===== src/rtl/mem_access_unit_if.sv =====
// mem_access_unit_if: request/response channel between the pipeline MEM stage
// and the load/store sequencer.
//   master : drives req_valid/req_we/req_funct3/req_addr/req_wdata,
//            receives req_ready/resp_valid/resp_rdata/resp_err.
//   slave  : the sequencer side of the same signals.
interface mem_access_unit_if #(
    parameter int D_WIDTH = 32
);
    logic               req_valid;
    logic               req_ready;
    logic               req_we;
    logic [2:0]         req_funct3;
    logic [D_WIDTH-1:0] req_addr;
    logic [D_WIDTH-1:0] req_wdata;
    logic               resp_valid;
    logic [D_WIDTH-1:0] resp_rdata;
    logic               resp_err;

    modport master (
        output req_valid, req_we, req_funct3, req_addr, req_wdata,
        input  req_ready, resp_valid, resp_rdata, resp_err
    );

    modport slave (
        input  req_valid, req_we, req_funct3, req_addr, req_wdata,
        output req_ready, resp_valid, resp_rdata, resp_err
    );
endinterface


===== src/rtl/mem_access_unit.sv =====
// mem_access_unit: MEM-stage load/store sequencer in front of a single-port
// word RAM with registered address, unregistered q and no byte enables.
// Sub-word stores are done as read-modify-write; loads are sign/zero extended;
// misaligned or illegal-funct3 requests are answered with resp_err and never
// reach the RAM.
//   clock, reset_n : clock (rising edge), async active-low reset
//   bus            : request/response channel (slave modport)
//   ram_address    : word address, nonzero only while RD/CAP/WR
//   ram_data       : write data, nonzero only in WR
//   ram_wren       : write enable, high only in WR
//   ram_q          : RAM read data, valid the cycle after the address
module mem_access_unit #(
    parameter int D_WIDTH = 32,
    parameter int A_WIDTH = 8
) (
    input  logic               clock,
    input  logic               reset_n,
    mem_access_unit_if.slave   bus,
    output logic [D_WIDTH-1:0] ram_address,
    output logic [D_WIDTH-1:0] ram_data,
    output logic               ram_wren,
    input  logic [D_WIDTH-1:0] ram_q
);
    typedef enum logic [2:0] {IDLE, RD, CAP, WR, RESP} state_t;

    // Only the byte-offset and word-address bits are kept; upper address
    // bits are dropped so accesses wrap modulo the RAM size.
    typedef struct packed {
        logic               we;
        logic [2:0]         f3;
        logic [A_WIDTH+1:0] addr;
        logic [D_WIDTH-1:0] wdata;
    } req_t;

    state_t state, state_nxt;
    req_t   cur;

    logic accept, acc_illegal, acc_misalign, acc_err;
    logic [D_WIDTH-1:0] load_ext, merged;
    logic [7:0]  sel_b;
    logic [15:0] sel_h;

    logic unused_addr_hi;
    assign unused_addr_hi = ^bus.req_addr[D_WIDTH-1:A_WIDTH+2];

    assign accept = bus.req_valid & (state == IDLE);

    // Loads allow 0,1,2,4,5; stores allow 0,1,2.
    assign acc_illegal = bus.req_we ? (bus.req_funct3[2] | (bus.req_funct3[1:0] == 2'd3))
                                    : ((bus.req_funct3[1:0] == 2'd3) | (bus.req_funct3 == 3'd6));
    assign acc_misalign = ((bus.req_funct3[1:0] == 2'd1) & bus.req_addr[0]) |
                          ((bus.req_funct3[1:0] == 2'd2) & (bus.req_addr[1:0] != 2'b00));
    assign acc_err = acc_illegal | acc_misalign;

    // Lane selection from the registered byte offset.
    assign sel_b = ram_q[{cur.addr[1:0], 3'b000} +: 8];
    assign sel_h = ram_q[{cur.addr[1], 4'b0000} +: 16];

    always_comb begin
        case (cur.f3)
            3'd0:    load_ext = {{(D_WIDTH-8){sel_b[7]}}, sel_b};
            3'd1:    load_ext = {{(D_WIDTH-16){sel_h[15]}}, sel_h};
            3'd4:    load_ext = {{(D_WIDTH-8){1'b0}}, sel_b};
            3'd5:    load_ext = {{(D_WIDTH-16){1'b0}}, sel_h};
            default: load_ext = ram_q;
        endcase
    end

    always_comb begin
        merged = ram_q;
        if (cur.f3[1:0] == 2'd0)
            merged[{cur.addr[1:0], 3'b000} +: 8] = cur.wdata[7:0];
        else
            merged[{cur.addr[1], 4'b0000} +: 16] = cur.wdata[15:0];
    end

    // State register
    always_ff @(posedge clock or negedge reset_n) begin
        if (!reset_n) state <= IDLE;
        else          state <= state_nxt;
    end

    // Next-state logic
    always_comb begin
        state_nxt = state;
        case (state)
            IDLE: if (bus.req_valid) begin
                if (acc_err)                                     state_nxt = RESP;
                else if (bus.req_we && bus.req_funct3 == 3'd2)   state_nxt = WR;
                else                                             state_nxt = RD;
            end
            RD:      state_nxt = CAP;
            CAP:     state_nxt = cur.we ? WR : RESP;
            WR:      state_nxt = RESP;
            RESP:    state_nxt = IDLE;
            default: state_nxt = IDLE;
        endcase
    end

    // Output decode
    always_comb begin
        bus.req_ready  = (state == IDLE);
        bus.resp_valid = (state == RESP);
        ram_address    = '0;
        ram_wren       = 1'b0;
        ram_data       = '0;
        if (state == RD || state == CAP || state == WR)
            ram_address = {{(D_WIDTH-A_WIDTH){1'b0}}, cur.addr[A_WIDTH+1:2]};
        if (state == WR) begin
            ram_wren = 1'b1;
            ram_data = cur.wdata;
        end
    end

    // Request capture and response registers. The store data register is
    // reused to hold the RMW-merged word, so WR always writes cur.wdata.
    always_ff @(posedge clock or negedge reset_n) begin
        if (!reset_n) begin
            cur             <= '0;
            bus.resp_rdata  <= '0;
            bus.resp_err    <= 1'b0;
        end else begin
            if (accept) begin
                cur <= '{we: bus.req_we, f3: bus.req_funct3,
                         addr: bus.req_addr[A_WIDTH+1:0], wdata: bus.req_wdata};
                if (acc_err) begin
                    bus.resp_rdata <= '0;
                    bus.resp_err   <= 1'b1;
                end
            end
            if (state == CAP) begin
                if (cur.we) begin
                    cur.wdata <= merged;
                end else begin
                    bus.resp_rdata <= load_ext;
                    bus.resp_err   <= 1'b0;
                end
            end
            if (state == WR) begin
                bus.resp_rdata <= '0;
                bus.resp_err   <= 1'b0;
            end
        end
    end
endmodule


===== src/flat_wrapper.sv =====
// flat-port wrapper written by rule: the top's interface ports become plain ports
module mem_access_unit_flat 
#(
    parameter int D_WIDTH = 32,
    parameter int A_WIDTH = 8
)
  (clock, reset_n, ram_address, ram_data, ram_wren, ram_q, bus_req_valid, bus_req_we, bus_req_funct3, bus_req_addr, bus_req_wdata, bus_req_ready, bus_resp_valid, bus_resp_rdata, bus_resp_err);
  mem_access_unit_if #(.D_WIDTH(D_WIDTH)) bus_i ();
  input  logic clock;
  input  logic reset_n;
  output logic [D_WIDTH-1:0] ram_address;
  output logic [D_WIDTH-1:0] ram_data;
  output logic ram_wren;
  input  logic [D_WIDTH-1:0] ram_q;
  input wire logic [$bits(bus_i.req_valid)-1:0] bus_req_valid;
  input wire logic [$bits(bus_i.req_we)-1:0] bus_req_we;
  input wire logic [$bits(bus_i.req_funct3)-1:0] bus_req_funct3;
  input wire logic [$bits(bus_i.req_addr)-1:0] bus_req_addr;
  input wire logic [$bits(bus_i.req_wdata)-1:0] bus_req_wdata;
  output wire logic [$bits(bus_i.req_ready)-1:0] bus_req_ready;
  output wire logic [$bits(bus_i.resp_valid)-1:0] bus_resp_valid;
  output wire logic [$bits(bus_i.resp_rdata)-1:0] bus_resp_rdata;
  output wire logic [$bits(bus_i.resp_err)-1:0] bus_resp_err;
  assign bus_i.req_valid = bus_req_valid;
  assign bus_i.req_we = bus_req_we;
  assign bus_i.req_funct3 = bus_req_funct3;
  assign bus_i.req_addr = bus_req_addr;
  assign bus_i.req_wdata = bus_req_wdata;
  assign bus_req_ready = bus_i.req_ready;
  assign bus_resp_valid = bus_i.resp_valid;
  assign bus_resp_rdata = bus_i.resp_rdata;
  assign bus_resp_err = bus_i.resp_err;
  mem_access_unit #(.D_WIDTH(D_WIDTH), .A_WIDTH(A_WIDTH)) u_core (.clock(clock), .reset_n(reset_n), .bus(bus_i), .ram_address(ram_address), .ram_data(ram_data), .ram_wren(ram_wren), .ram_q(ram_q));
endmodule

===== config.mk =====
export PLATFORM = sky130hd
export DESIGN_NAME = mem_access_unit_flat
export DESIGN_NICKNAME = d
export VERILOG_FILES = /design/src/rtl/mem_access_unit_if.sv /design/src/rtl/mem_access_unit.sv /design/src/flat_wrapper.sv
export SDC_FILE = /design/constraint.sdc
export NUM_CORES = 1
export LEC_CHECK = 0
export ABC_CLOCK_PERIOD_IN_PS = 2500
export CAP_MARGIN = 20
export CORE_MARGIN = 3
export CORE_UTILIZATION = 40
export CTS_CLUSTER_DIAMETER = 150
export DETAILED_ROUTE_END_ITERATION = 7
export GPL_TIMING_DRIVEN = 0
export HOLD_SLACK_MARGIN = 0.06
export PLACE_DENSITY = 0.88
export SLEW_MARGIN = 10
export SYNTH_ARGS = -nofsm -noshare
export SYNTH_HDL_FRONTEND = slang
export SYNTH_SLANG_ARGS = --single-unit

===== constraint.sdc =====
create_clock -name clock -period 2.5 [get_ports clock]
set_clock_uncertainty 0.1 [all_clocks]
set_input_delay 0.5 -clock clock [delete_from_list [all_inputs] [get_ports clock]]
set_output_delay 0.5 -clock clock [all_outputs]
set_load 0.01 [all_outputs]

* Word level (Yosys, flattened, before mapping)
Cells that the tools add are included.
** Word-level totals
- Register bits after elaboration :: 82
- Latch bits :: 0
- RAM bits :: 0
- Bits in read-only memories :: 0
- Input port bits :: 103
- Word-level logic and storage cells :: 68
- Memories :: 0
** Operators by class
- Add/sub/neg operators :: 2
- $mul :: 0
- Div/mod/pow operators :: 0
- Order comparisons :: 0
- Equality and inequality tests :: 13
- Shift operators :: 6
- Muxes and demuxes :: 26
- Bitwise operators :: 7
- Reduce and logical (&&, ||, !) cells :: 7
** Operators by type and width (number)
- $mux W32 :: 10
- $pmux W32 S4 :: 1
- $bwmux W32 :: 2
- $shift A16 B7 Y32 const A :: 1
- $shift A8 B7 Y32 const A :: 1
- $shiftx A16 B7 Y32 :: 1
- $shiftx A32 B6 Y16 :: 1
- $shiftx A32 B6 Y8 :: 1
- $shiftx A8 B7 Y32 :: 1
- $neg A5 Y7 :: 2
- $eq A3 B3 Y1 const B :: 4
- $pmux W3 S4 :: 1
- $eq A3 B2 Y1 const B :: 3
- $mux W3 :: 3
- $mux W8 :: 1
- $mux W1 :: 7
- $eq A3 B1 Y1 const B :: 2
- $logic_not A3 Y1 :: 2
- $eq A2 B2 Y1 const B :: 2
- $or A1 B1 Y1 :: 4
- $and A1 B1 Y1 :: 3
- $eq A2 B1 Y1 const B :: 1
- $logic_not A2 Y1 :: 1
- $logic_or A1 B1 Y1 :: 2
- other kinds (4) :: 4

* Depth between registers and ports, before layout
- Depth after elaboration :: 9
- Mapped depth :: 9

* Least setup slack after synthesis
OpenSTA, ideal clock, no wires.
- Path kind :: register -> register
- Start point :: register u_core.cur[33] (netlist bit)
- End point :: register u_core.cur[14] (netlist bit)
- Library setup time :: 0.126 ns
- Data arrival time :: 2.210 ns
- Path slack :: 0.064 ns
- Stages on the path, launching flop included :: 10
- Buffers on the path :: 3
- Cells stage by stage :: dfrtp_1 -> clkbuf_1 -> inv_1 -> clkbuf_1 -> ha_1 -> and4b_1 -> clkbuf_1 -> a221oi_1 -> a211oi_1 -> a221o_1
** Between the ends
- Word-level cells in the longest chain between the ends :: 6
- Elaborated cells on any way between the ends :: 11
- Classes of those cells :: add/sub: 2; shift: 4; mux: 5
** Ends and longest elaborated chain
- from (decl) :: line mem_access_unit.sv:36 : req_t cur;
- from (signal assigned) :: line mem_access_unit.sv:124 : cur <= '{we: bus.req_we, f3: bus.req_funct3,
- $neg A5 Y7 (on tied branches) :: line mem_access_unit.sv:74, mem_access_unit.sv:72
- $shiftx A16 B7 Y32 (tied with other cells) :: line mem_access_unit.sv:74 : merged[{cur.addr[1], 4'b0000} +: 16] = cur.wdata[15:0];
- $bwmux W32 (on tied branches) :: line mem_access_unit.sv:74, mem_access_unit.sv:72
- $mux W32 * :: line mem_access_unit.sv:71 : if (cur.f3[1:0] == 2'd0)
- $mux W32 * :: line mem_access_unit.sv:132 : if (cur.we) begin
- $mux W32 * :: line mem_access_unit.sv:131 : if (state == CAP) begin
Mark *: on every way between the ends. The rest lies on a longest branch, timed or not.
A chain may end at the register's enable or synchronous reset.

* Worst setup path after layout
- Start point :: register u_core.state[2]
- End point :: output port bus_req_ready
** Between the ends
- Word-level cells in the longest chain between the ends :: 1
** Ends and longest elaborated chain
- from (decl) :: line mem_access_unit.sv:35 : state_t state, state_nxt;
- from (signal assigned) :: line mem_access_unit.sv:80 : else state <= state_nxt;
- $logic_not A3 Y1 :: line mem_access_unit.sv:102 : bus.req_ready = (state == IDLE);
- to (decl) :: line flat_wrapper.sv:20 : output wire logic [$bits(bus_i.req_ready)-1:0] bus_req_ready;
No other way between the ends.

==> flow_metrics.env <==
export IMPL_drc=0
export IMPL_critPathMaxFanout=10
export IMPL_crit_chain="buf_4 > nor3_1 > clkdlybuf4s50_1"
export IMPL_fin_crit_sh=0.976
export IMPL_ys_seq_area_frac=0.415
export IMPL_critPathMaxStageDelay_ns=0.61
export IMPL_max_slew_margin_rel=0.390
export IMPL_cts_buffer_depth=2
export IMPL_start_kind="flop"
export IMPL_dr_pass1_iters=5
export IMPL_ys_seq_elements=82
export IMPL_r2r_slack_ns=0.12
export IMPL_tns_ns=0
export IMPL_grt_pass1_wl_um=27700
export IMPL_syn_area_um2=4940
export IMPL_grt_overflow_total=0
export IMPL_syn2layout_area_growth_pct=46.2
export IMPL_hold_path_end="u_core.cur[40]$_DFFE_PN0N_"
export IMPL_setup_violations=0
export IMPL_grtUsageTotal=0.266
export IMPL_min_delay_path_depth=2
export IMPL_detail_route_wl_per_cell_um=20.9
export IMPL_synth_edf_count=0
export IMPL_outcome="finished clean"
export IMPL_drt_iter0_markers=331
export IMPL_die_h_um=117
export IMPL_cts_root_buf="clkbuf_16"
export IMPL_wl_um=18100
export IMPL_layout_commonest_cell="clkdlybuf4s50_1"
export IMPL_io_pins=203
export IMPL_die_x_um=117
export IMPL_crit_type="flop to output port"
export IMPL_rows=39
export IMPL_dp_hpwl_um=13700
export IMPL_final_cell_mix="114 x clkdlybuf4s50_1, 80 x dfrtp_1, 50 x and2_1"
export IMPL_cts_clk_slew_worst_paths_ns=0.06
export IMPL_ant_nets=0
export IMPL_drv_slew=0
export IMPL_async_reset_ff_frac=1.00
export IMPL_num_vias=4990
export IMPL_yosysUniqueCellTypes=51
export IMPL_syn_inst=498
export IMPL_coreArea_um2=11800
export IMPL_io_buffers=156
export IMPL_place_congestion=0.911
export IMPL_synth_top_family_by_area="compound AO/OA/AOI/OAI gates"
export IMPL_arrival_ns=1.84
export IMPL_cap_violations=0
export IMPL_hold_violations=0
export IMPL_numCtsBuffers=9
export IMPL_synth_compound_area_frac=0.255
export IMPL_fmax_mhz=410
export IMPL_synthAdderAreaFrac=0.0127
export IMPL_synth_area_mux_share=0.0554
export IMPL_worst_pin_slew_ns=0.912
export IMPL_hold_path_class="flop to flop"
export IMPL_min_from="u_core.cur[40]$_DFFE_PN0N_"
export IMPL_cts_tree="done"
export IMPL_ys_warn_count=0
export IMPL_fin_nets=802
export IMPL_ff2ff_path_depth=7
export IMPL_cts_sinks=82
export IMPL_clk_insertion_delay_late_ns=0.34
export IMPL_worst_path_max_delay_cell="clkdlybuf4s50_1"
export IMPL_grt_antenna_before_repair=0
export IMPL_layout_setup_ws_ns=0.0604
export IMPL_vdd_drop_max_mv=0.498
export IMPL_synth_simple_area_share=0.177
export IMPL_antenna_cells=0
export IMPL_drive_above_1_share=0.145
export IMPL_min_period_ns=2.44
export IMPL_crit_start="u_core.state[2]$_DFFE_PN0P_"
export IMPL_synth_area_per_cell_um2=9.92
export IMPL_start_util=0.420
export IMPL_yosys_most_used_dff="dfrtp_1"
export IMPL_r2r_end="u_core.cur[15]$_DFFE_PN0P_"
export IMPL_crit_required_ns=1.90
export IMPL_powerDensity_nw_per_um2=998
export IMPL_design_die_area_um2=13700
export IMPL_synth_xor_area_frac=0
export IMPL_grt_pass1_vias=5026
export IMPL_grt_max_degree=50
export IMPL_ctsHtreeMaxLevel=3
export IMPL_leakagePower_nw=3.38
export IMPL_r2r_start="u_core.cur[32]$_DFFE_PN0N_"
export IMPL_viasPerCell=5.79
export IMPL_preCtsSetupSlack_ns=-0.497
export IMPL_worstSetupEndpointType="output port"
export IMPL_cp_num_buf_inv=2
export IMPL_crit_family="buffers and inverters"
==> layout make-up <==
type                            count  area (µm²)
Tap cell                          164         205
Clock buffer                        9         225
Fill cell                        1023        4540
Timing Repair Buffer              164        1580
Inverter                            8        33.8
Buffer                             66         437
Clock inverter                      6        82.6
Sequential cell                    82        2050
Multi-Input combinational cell    363        2610
==> through the flow <==
step           instances  cell area, µm²   util  power (W)  hold slack, ns
4_1_cts              862            7190  0.611    0.00711           0.382
5_1_grt              862            7220  0.614    0.00767           0.399
3_5_place_dp         842            6820  0.580    0.00565           0.367
2_1_floorplan        521            5030      -    0.00426           0.104
3_3_place_gp         841            6800  0.578    0.00555           0.353
6_report             862            7220  0.614    0.00721           0.377
==> synth_stat cells (5+ instances only) <==
cell type  count  area share
dfrtp_1       82        0.42
and2_1        50       0.063
nand2_1       39       0.030
a221o_1       34       0.069
clkbuf_1      27       0.021
buf_4         25       0.038
a221oi_1      24       0.043
mux2i_1       24       0.049
o21ai_0       21       0.021
a21oi_1       16       0.016
o22ai_1       14       0.018
buf_2         12       0.012
nand2b_1      11       0.014
nor2_1        11      0.0084
a211oi_1      10       0.015
a32o_1         8       0.016
inv_1          8      0.0061
or3_1          8       0.010
a21o_1         7       0.011
and3b_1        7       0.012
o2bb2ai_1      7       0.012
a211o_1        6       0.011
ha_1           5       0.013
==> kinds of logic after synthesis <==
logic type               count (synthesis)
AO/OA/AOI/OAI                          159
adder cells (fa/ha/maj)                  5
buffers and inverters                   76
flip-flops                              82
multiplexers                            26
other                                    1
AND/OR/NAND/NOR                        149
==> worst max path at each step <==
stage,to,depth (start not counted)
after floorplan,u_core.cur[14]$_DFFE_PN0P_,9
after global placement,u_core.bus.resp_rdata[0]$_DFF_PN0_,1
after detailed placement,u_core.cur[15]$_DFFE_PN0P_,9
after CTS,ram_data[16],6
after global routing,u_core.cur[3]$_DFFE_PN0P_,5
final,bus_req_ready,3
==> sequential cells by signal, indices dropped and copies added, names as in the netlist <==
| signal | flops |
|---|---|
| u_core.bus.resp_err | 1 |
| u_core.state | 3 |
| u_core.bus.resp_rdata | 32 |
| u_core.cur | 46 |
==> where the power goes <==
part           total (W)  switching, W  internal, W
Sequential       0.00238      0.000507      0.00187
Combinational    0.00345       0.00187      0.00158
Clock            0.00138      0.000517     0.000862
Total            0.00721       0.00290      0.00431
==> layer usage <==
| layer | part of all wire | GRT usage | vias to the layer above |
|---|---|---|---|
| met3 | 0.088 | 0.0689 | 35 |
| li1 | - | - | 2226 |
| met4 | 0.022 | 0.0711 | 0 |
| met5 | 0 | 0 | - |
| met1 | 0.41 | 0.352 | 2443 |
| met2 | 0.48 | 0.434 | 286 |
==> worst reg2reg max path, cell delays in order (launching register included) <==
cell,delay [ns]
dfrtp_2,0.44
clkbuf_4,0.22
inv_1,0.10
ha_1,0.35
and4b_2,0.35
a221oi_1,0.32
a211oi_1,0.10
a221o_1,0.29
==> repair_timing <==
action,CTS,global route
hold buffers,1,0
endpoints found under the hold margin,33,0
pin swaps,2,2
setup buffers,6,0
endpoints found under the setup margin,73,80
resized for setup,57,46
No activity file was read; power rests on OpenSTA's default activity.
